$ cat src/rtl/audio_pkg.sv
`default_nettype none
// ============================================================================
// Module      : audio_pkg
// Description : Shared audio types: voice FSM states, default half-period
//               width and the note half-period table constants.
// Revision    : 1.0 - initial release
// ============================================================================
package audio_pkg;

    localparam int c_HP_W_DEFAULT = 7;

    typedef enum logic [1:0] {
        IDLE = 2'd0,
        GATE = 2'd1,
        REST = 2'd2
    } voice_state_t;

    // Half-period words for one octave of the note tables
    localparam logic [c_HP_W_DEFAULT-1:0] c_HP_C = 7'd95;
    localparam logic [c_HP_W_DEFAULT-1:0] c_HP_D = 7'd85;
    localparam logic [c_HP_W_DEFAULT-1:0] c_HP_E = 7'd75;
    localparam logic [c_HP_W_DEFAULT-1:0] c_HP_F = 7'd71;
    localparam logic [c_HP_W_DEFAULT-1:0] c_HP_G = 7'd63;
    localparam logic [c_HP_W_DEFAULT-1:0] c_HP_A = 7'd56;
    localparam logic [c_HP_W_DEFAULT-1:0] c_HP_B = 7'd50;

endpackage
`default_nettype wire

$ cat src/rtl/rr_picker.sv
`default_nettype none
// ============================================================================
// Module      : rr_picker
// Description : Combinational one-hot picker; search starts at i_ptr+1 and
//               wraps modulo N_REQ.
// Revision    : 1.0 - initial release
// ============================================================================
module rr_picker #(
    parameter int N_REQ = 3,
    parameter int PTR_W = 2
) (
    input  logic [N_REQ-1:0] i_req,
    input  logic [PTR_W-1:0] i_ptr,
    output logic [N_REQ-1:0] o_gnt
);

    logic w_found;

    always_comb begin
        o_gnt   = '0;
        w_found = 1'b0;
        for (int k = 1; k <= N_REQ; k++) begin
            for (int i = 0; i < N_REQ; i++) begin
                if (!w_found && i_req[i] && (((int'(i_ptr) + k) % N_REQ) == i)) begin
                    o_gnt[i] = 1'b1;
                    w_found  = 1'b1;
                end
            end
        end
    end

endmodule
`default_nettype wire

$ cat src/rtl/voice_arbiter.sv
`default_nettype none
// ============================================================================
// Module      : voice_arbiter
// Description : Shares one tone synthesizer among N_REQ note requesters in
//               fixed-length slots. Define VOICE_ARBITER_FIXED_PRIO_EN for
//               lowest-index-wins arbitration instead of round-robin.
// Revision    : 1.0 - initial release
// ============================================================================
module voice_arbiter
    import audio_pkg::*;
#(
    parameter int N_REQ    = 3,
    parameter int HP_W     = c_HP_W_DEFAULT,
    parameter int SLOT_LEN = 20,
    parameter int GATE_LEN = 10
) (
    input  logic                   clk,
    input  logic                   rst,
    input  logic                   step_tick,
    input  logic [N_REQ-1:0]       req_valid,
    input  logic [N_REQ*HP_W-1:0]  req_hp,
    output logic [N_REQ-1:0]       req_ready,
    output logic [N_REQ-1:0]       grant,
    output logic [HP_W-1:0]        hp,
    output logic                   active
);

    localparam int             c_PTR_W     = (N_REQ > 1) ? $clog2(N_REQ) : 1;
    localparam logic [7:0]     c_SLOT_LAST = 8'(SLOT_LEN - 1);
    localparam logic [7:0]     c_GATE_LAST = 8'(GATE_LEN - 1);
    localparam logic [c_PTR_W-1:0] c_PTR_RST = c_PTR_W'(N_REQ - 1);

    voice_state_t       r_state;
    logic [7:0]         r_cnt;
    logic               r_first;
    logic               r_active;
    logic [N_REQ-1:0]   r_grant;
    logic [HP_W-1:0]    r_hp;

    logic               w_boundary;
    logic               w_any;
    logic [N_REQ-1:0]   w_gnt;
    logic [HP_W-1:0]    w_hp;
    logic [c_PTR_W-1:0] w_ptr;

    // The first tick after reset opens a slot regardless of the counter
    assign w_boundary = step_tick && (r_first || (r_cnt == c_SLOT_LAST));
    assign w_any      = |req_valid;

`ifdef VOICE_ARBITER_FIXED_PRIO_EN
    assign w_ptr = c_PTR_RST;
`else
    logic [c_PTR_W-1:0] r_ptr;
    logic [c_PTR_W-1:0] w_win_idx;

    always_comb begin
        w_win_idx = '0;
        for (int i = 0; i < N_REQ; i++) begin
            if (w_gnt[i]) begin
                w_win_idx = c_PTR_W'(i);
            end
        end
    end

    always_ff @(posedge clk) begin
        if (rst) begin
            r_ptr <= c_PTR_RST;
        end else if (|req_ready) begin
            r_ptr <= w_win_idx;
        end
    end

    assign w_ptr = r_ptr;
`endif

    rr_picker #(
        .N_REQ (N_REQ),
        .PTR_W (c_PTR_W)
    ) u_picker (
        .i_req (req_valid),
        .i_ptr (w_ptr),
        .o_gnt (w_gnt)
    );

    always_comb begin
        w_hp = '0;
        for (int i = 0; i < N_REQ; i++) begin
            if (w_gnt[i]) begin
                w_hp = w_hp | req_hp[i*HP_W +: HP_W];
            end
        end
    end

    always_ff @(posedge clk) begin
        if (rst) begin
            r_state  <= IDLE;
            r_cnt    <= '0;
            r_first  <= 1'b1;
            r_active <= 1'b0;
            r_grant  <= '0;
            r_hp     <= '0;
        end else if (step_tick) begin
            r_first <= 1'b0;
            if (w_boundary) begin
                r_cnt <= '0;
                if (w_any) begin
                    r_state  <= GATE;
                    r_active <= 1'b1;
                    r_grant  <= w_gnt;
                    r_hp     <= w_hp;
                end else begin
                    r_state  <= IDLE;
                    r_active <= 1'b0;
                    r_grant  <= '0;
                end
            end else begin
                r_cnt <= r_cnt + 8'd1;
                if (r_state == GATE && r_cnt == c_GATE_LAST) begin
                    r_state  <= REST;
                    r_active <= 1'b0;
                end
            end
        end
    end

    assign req_ready = (w_boundary && !rst) ? w_gnt : '0;
    assign grant     = r_grant;
    assign hp        = r_hp;
    assign active    = r_active;

endmodule
`default_nettype wire

$ cat config.mk
export PLATFORM = sky130hd
export DESIGN_NAME = voice_arbiter
export DESIGN_NICKNAME = d
export VERILOG_FILES = /design/src/rtl/audio_pkg.sv /design/src/rtl/rr_picker.sv /design/src/rtl/voice_arbiter.sv
export SDC_FILE = /design/constraint.sdc
export NUM_CORES = 1
export LEC_CHECK = 0
export ABC_AREA = 1
export BUFFER_PORTS_ARGS = -buffer_cell sky130_fd_sc_hd__buf_2
export CORE_MARGIN = 3
export CORE_UTILIZATION = 50
export CTS_BUF_LIST = sky130_fd_sc_hd__clkbuf_16
export CTS_CLUSTER_SIZE = 14
export DETAILED_ROUTE_END_ITERATION = 12
export HOLD_SLACK_MARGIN = 0.02
export PLACE_DENSITY_LB_ADDON = 0.15
export SYNTH_ARGS = -nofsm -noshare
export SYNTH_HDL_FRONTEND = slang
export SYNTH_SLANG_ARGS = --single-unit
$ cat constraint.sdc
create_clock -name clk -period 2.71 [get_ports clk]
set_clock_uncertainty 0.15 [all_clocks]
set_input_delay 0.271 -clock clk [delete_from_list [all_inputs] [get_ports clk]]
set_output_delay 0.271 -clock clk [all_outputs]
set_load 0.05 [all_outputs]
Yosys cells after proc, flatten, opt, wreduce, memory -nomap -nowiden:

Index checks and enable logic that the tools add are counted.

* flip-flop bits (word level): 24
* bits in latches: 0
* memory bits (writable): 0
* memory bits (read-only): 0
* input bits: 27
* output and inout port bits: 14
* word-level logic and storage cells: 94
* memories kept: 0

* $add $sub $neg: 4
* $mul: 0
* div/mod/pow operators: 3
* order comparisons: 0
* equality and inequality tests: 9
* shift operators: 0
* mux-type cells: 30
* bitwise logic cells: 2
* reductions and logical operators: 39

Operators with widths (count)
* 32-bit by 2-bit equality test with 1-bit output, second input constant: 3
* 32-bit by 3-bit equality test with 1-bit output, second input constant: 3
* 32-bit logical NOT: 3
* 32-bit by 3-bit modulo with 32-bit output, second input constant: 3
* 1-bit two-way mux: 21
* 7-bit two-way mux: 3
* 1-bit logical AND: 20
* 7-bit bitwise OR: 2
* 1-bit logical NOT: 9
* 8-bit by 1-bit adder with 8-bit output, second input constant: 1
* 8-bit by 4-bit equality test with 1-bit output, second input constant: 1
* 8-bit by 5-bit equality test with 1-bit output, second input constant: 1
* 8-bit two-way mux: 1
* 2-bit by 2-bit adder with 3-bit output, second input constant: 2
* 2-bit two-way mux: 3
* 3-bit two-way mux: 2
* 3-bit OR reduction: 2
* 2-bit AND reduction: 2
* 2-bit by 1-bit adder with 3-bit output, second input constant: 1
* 3-bit AND reduction: 1
* 2-bit by 1-bit equality test with 1-bit output, second input constant: 1
* 2-bit nonzero test: 1
* 1-bit logical OR: 1

Logic depth before layout (Yosys ltp):

* depth in word-level cells: 39
* gate-level depth with buffers: 13
* mapped depth without buffers: 13

Cells and area by module:

From an unflattened synthesis, not the netlist that was laid out.

* cells, all modules: 195
* area total of the unflattened synthesis: 1310.0 µm²

By module, submodules not included
* voice_arbiter: times used 1, cells an instance 159, area an instance 1127.3 µm², seq. area each 460.4 µm²
* rr_picker: times used 1, cells an instance 36, area an instance 182.7 µm², seq. area each 0.0 µm²

Worst setup path after synthesis:

OpenSTA, ideal clock, no wires.

* path kind: flip-flop to flip-flop
* start point: reg r_ptr[0]
* end point: reg r_ptr[1]
* setup time: 0.123 ns
* arrival time: 1.989 ns
* required time: 2.437 ns
* path slack: 0.448 ns
* stages on the path, launching flop included: 11
* path buffers: 0
* clock period less this slack: 2.262 ns
* cells stage by stage: dfxtp_1 inv_1 ha_1 nand2_1 nand4_1 nor2_1 nand4_1 a21oi_2 inv_1 nand3_1 nand3_1

* elaborated cells on any way between the ends: 59
* classes of those cells: add/sub: 3; div: 3; eq/ne: 6; mux: 18; reduce/logical: 29

RTL lines
* from (decl): RTL line voice_arbiter.sv:53 `logic [c_PTR_W-1:0] r_ptr;`
* from (signal assigned): RTL line voice_arbiter.sv:67 `r_ptr <= c_PTR_RST;`
* from (signal assigned): RTL line voice_arbiter.sv:69 `r_ptr <= w_win_idx;`
* 2-bit by 1-bit adder with 3-bit output: RTL line rr_picker.sv:24 `if (!w_found && i_req[i] && (((int'(i_ptr) + k) % N_REQ) == i)) begin`
* 32-bit by 3-bit modulo with 32-bit output: RTL line rr_picker.sv:24
* 32-bit logical NOT: RTL line rr_picker.sv:24
* 1-bit logical AND: RTL line rr_picker.sv:24
* 1-bit two-way mux: RTL line rr_picker.sv:24
* 1-bit logical NOT: RTL line rr_picker.sv:24
* 1-bit logical AND (2 in series): RTL line rr_picker.sv:24
* 1-bit two-way mux: RTL line rr_picker.sv:24
* (+17 left out)
* 1-bit logical AND (2 in series): RTL line rr_picker.sv:24
* 1-bit two-way mux: RTL line rr_picker.sv:24
* 1-bit logical NOT: RTL line rr_picker.sv:24
* 1-bit logical AND (2 in series): RTL line rr_picker.sv:24
* 1-bit two-way mux (*): RTL line rr_picker.sv:24
* 3-bit two-way mux (*): RTL line voice_arbiter.sv:126 `assign req_ready = (w_boundary && !rst) ? w_gnt : '0;`
* via req_ready[1]: RTL line voice_arbiter.sv:22 `output logic [N_REQ-1:0] req_ready,`
* 3-bit OR reduction (*): RTL line voice_arbiter.sv:68 `end else if (|req_ready) begin`

The timed path passes the listed nets; every way through them passes the cells marked *.
A chain may end at the register's enable or synchronous reset.

Worst setup path in the final report:

* start point: reg r_ptr[0]
* end point: out req_ready[0]

* cells in the longest elaborated chain, start to end: 30
* elaborated cells on any way between the ends: 41
* classes of those cells: add/sub: 3; div: 3; eq/ne: 4; mux: 9; reduce/logical: 22

RTL lines (RTL line)
* 2-bit by 1-bit adder with 3-bit output: rr_picker.sv:24
* 32-bit by 3-bit modulo with 32-bit output: rr_picker.sv:24
* 32-bit logical NOT: rr_picker.sv:24
* 1-bit logical AND: rr_picker.sv:24
* 1-bit two-way mux: rr_picker.sv:24
* 1-bit logical NOT: rr_picker.sv:24
* 1-bit logical AND (2 in series): rr_picker.sv:24
* 1-bit two-way mux: rr_picker.sv:24
* (+11 left out)
* 1-bit two-way mux: rr_picker.sv:24
* 1-bit logical NOT: rr_picker.sv:24
* 1-bit logical AND (2 in series): rr_picker.sv:24
* 1-bit two-way mux: rr_picker.sv:24
* 1-bit logical NOT: rr_picker.sv:24
* 1-bit logical AND (2 in series): rr_picker.sv:24
* 1-bit two-way mux (*): rr_picker.sv:24
* 3-bit two-way mux (*): voice_arbiter.sv:126
* to (decl): voice_arbiter.sv:22

Mark *: on every way between the ends. The rest lies on a longest branch, timed or not.

==> metrics <==
clk sinks=23; commonest non-fill, non-tap cell in the layout=nand2_1; CP Capture Type=primary output; full die area=about 0.0033 sq mm; critical path endpoint=req_ready[0]; post-synth top area share=0.3442; GP Congestion=around 0.83; power density cells=between 500 and 600 mW/mm^2; Clock transition at path regs=around 60 ps; Setup Crit Path Kind=reg2out; post-synth top area cell=dfxtp_1; global routing usage on met1=0.2421; nets=274; initial core utilization=0.5350; CTS root buf=clkbuf_16; syn avg cell area=around 6.7 sq um; overall die width=around 58 um; met2 Usage GRT=0.3323; setup TNS=0 ps; FF-to-FF path depth=11; Core Box Area=0.002500 sq mm; worst-margin pin slew=403.7 ps; vias post-DR=roughly 1400; fin worst setup slack=about 270 ps; largest net degree at the start of global routing=24; H-Tree Depth=1; required time worst endpoint=about 2300 ps; status=finished clean; WHS=65.24 ps; Max-Cap Viols=0; Ys Warns=0; Max-Slew Margin vs Limit=0.7305; period utilization=0.9016; Synth Register Bits=23; CP max FO=8; Fin. Hold Viols=0; Iteration-0 DRC Markers=58; Cells after Synth=201; worst r2r dst=hp[3]; hold_sp=rst; synthesized cell area=0.001338 sq mm; worst path arrival time=2020 ps; Pins Over Slew Limit=0; DRT Wirelength=between 3 and 4 mm; GR Util met3=0.04677; grt total ovfl=0; fin area=about 0.0016 sq mm; iteration count of the initial detailed-routing pass=4; Setup crit start=r_ptr[0]; sequential area share after synthesis=0.3442; VDD IR-drop max=between 500 and 600 uV; Layout area overhead=22.83%; final setup fails=0; Num CTS Buffers=3; # IOs=41; Hold Crit Class=in2reg; clock buffer depth=2; GRT Overall Usage=0.1920; share of cells above drive strength 1=0.2314; DRT antenna net count=0; Reg2Reg Setup Slack=around 690 ps; Die Y-Extent=~58 um; first-pass GRT wire length=5.106 mm; CTS tree=done; Placed Area=0.001551 sq mm; IO Port Bufs=40; clk_lat worst skew=250 ps; worst r2r src=r_ptr[0]; number of vias per cell=4.963; FILL cells=249; most frequent cells in the layout=45 x nand2_1, 39 x buf_2, 38 x nand3_1, 31 x inv_1, 23 x dfxtp_1; initial antenna violation count=0; Leak Pwr=0.9097 nW; RSZ-0062 raised after global routing=false; row count=18; Synth cell types=29; DP Worst Slack=476.4 ps; busiest grt layer=met2; FMAX=between 400 and 500 MHz; ANT cells=0; post-layout min period=between 2000 and 2500 ps; DP Wirelength=between 2 and 2.5 mm; startpoint types=register; post-CTS resize count=0; DRC viols=0; Post-CTS Setup Bufs=0; Post-CTS Hold Buffers=0; post-DR wirelength/cell=11.14 um; Synthesized Nets=232; Area contributors post-synth=dfxtp_1 34%, nand3_1 14%, nand2_1 13%; vias in the first global route=around 1200
through the flow:
| step | utilization | std cells | power (mW) |
|---|---|---|---|
| global placement | 0.6206 | 268 | 0.5723 |
| global route | 0.6572 | 272 | 0.9273 |
| CTS | 0.6522 | 272 | 0.8856 |
| detailed placement | 0.6206 | 268 | 0.5731 |
| finish | 0.6572 | 272 | 0.8814 |
| floorplan | - | 201 | 0.5195 |
Yosys cell counts:
| cell type | instances |
|---|---|
| nand2_1 | 46 |
| nand3_1 | 38 |
| inv_1 | 30 |
| dfxtp_1 | 23 |
| nor2_1 | 17 |
| nand4_1 | 6 |
| a21oi_1 | 4 |
| ha_1 | 4 |
| inv_2 | 4 |
| clkinv_1 | 3 |
| nor3_1 | 3 |
| xor2_1 | 3 |
| a31oi_1 | 2 |
| buf_4 | 2 |
| nor3b_1 | 2 |
| a21oi_2 | 1 |
| and3_1 | 1 |
| buf_2 | 1 |
| buf_6 | 1 |
| mux2i_1 | 1 |
| nand2_2 | 1 |
| nand2_4 | 1 |
| nor2_2 | 1 |
| nor2_8 | 1 |
| nor4_1 | 1 |
| o21ai_0 | 1 |
| o21ai_2 | 1 |
| o32ai_1 | 1 |
| or2_1 | 1 |
worst max-delay path: stages (launching register included):
cell and delay, ps:
dfxtp_1 360, inv_1 60, ha_1 330, nand2_2 120, nand4_1 110, nor2_2 130, nand3_1 130, nand2_4 120
nand2_1 120, inv_1 70, clkbuf_4 220
how the worst min path moves through the flow:
stage	cells after the start	endpoint	slack [ps]
after CTS	2	grant[2]	60
after global routing	2	grant[2]	70
final	2	grant[2]	70
after detailed placement	2	grant[2]	300
after floorplan	1	grant[2]	190
after global placement	2	r_state[1]	300
cell type report:
cell class              count  area [sq um]  share of cell area
well taps                  30         37.54             0.02285
flip-flops and latches     23         460.4              0.2803
clock inverters             1         3.754            0.002285
clock buffers               3         75.07             0.04570
multi-input cells         137         716.9              0.4364
inverters                  37         138.9             0.08454
repair buffers             41         210.2              0.1280
flip-flops by register name, indices dropped and copies added, names as in the netlist:
name,count
active,1
r_first,1
grant,3
r_ptr,2
hp,7
r_cnt,8
r_state,1
power breakdown:
group / leakage, nW / internal (mW) / total, mW / switching (mW)
Clock: 0.0423 / 0.197 / 0.311 / 0.115
Sequential: 0.187 / 0.355 / 0.365 / 0.00946
Combinational: 0.680 / 0.0629 / 0.205 / 0.142
Total: 0.910 / 0.615 / 0.881 / 0.267
kinds of logic (layout without fill, tap and decap cells):
family / count (synthesis) / count (layout) / synth area share
xor gates and xnor gates: 3 / 3 / 0.01965
adders and majority gates: 4 / 4 / 0.03742
AOI/OAI and AO/OA: 10 / 10 / 0.04771
and+or+nand+nor: 119 / 119 / 0.4163
muxes: 1 / 1 / 0.007484
DFF: 23 / 23 / 0.3442
buffers and inverters: 41 / 82 / 0.1272
routing by layer:
layer	part of all wire	up-vias
met5	0	-
met3	0.050	2
met1	0.45	591
met4	0.0059	0
met2	0.49	35
li1	-	722
(Power assumes the default switching activity.)
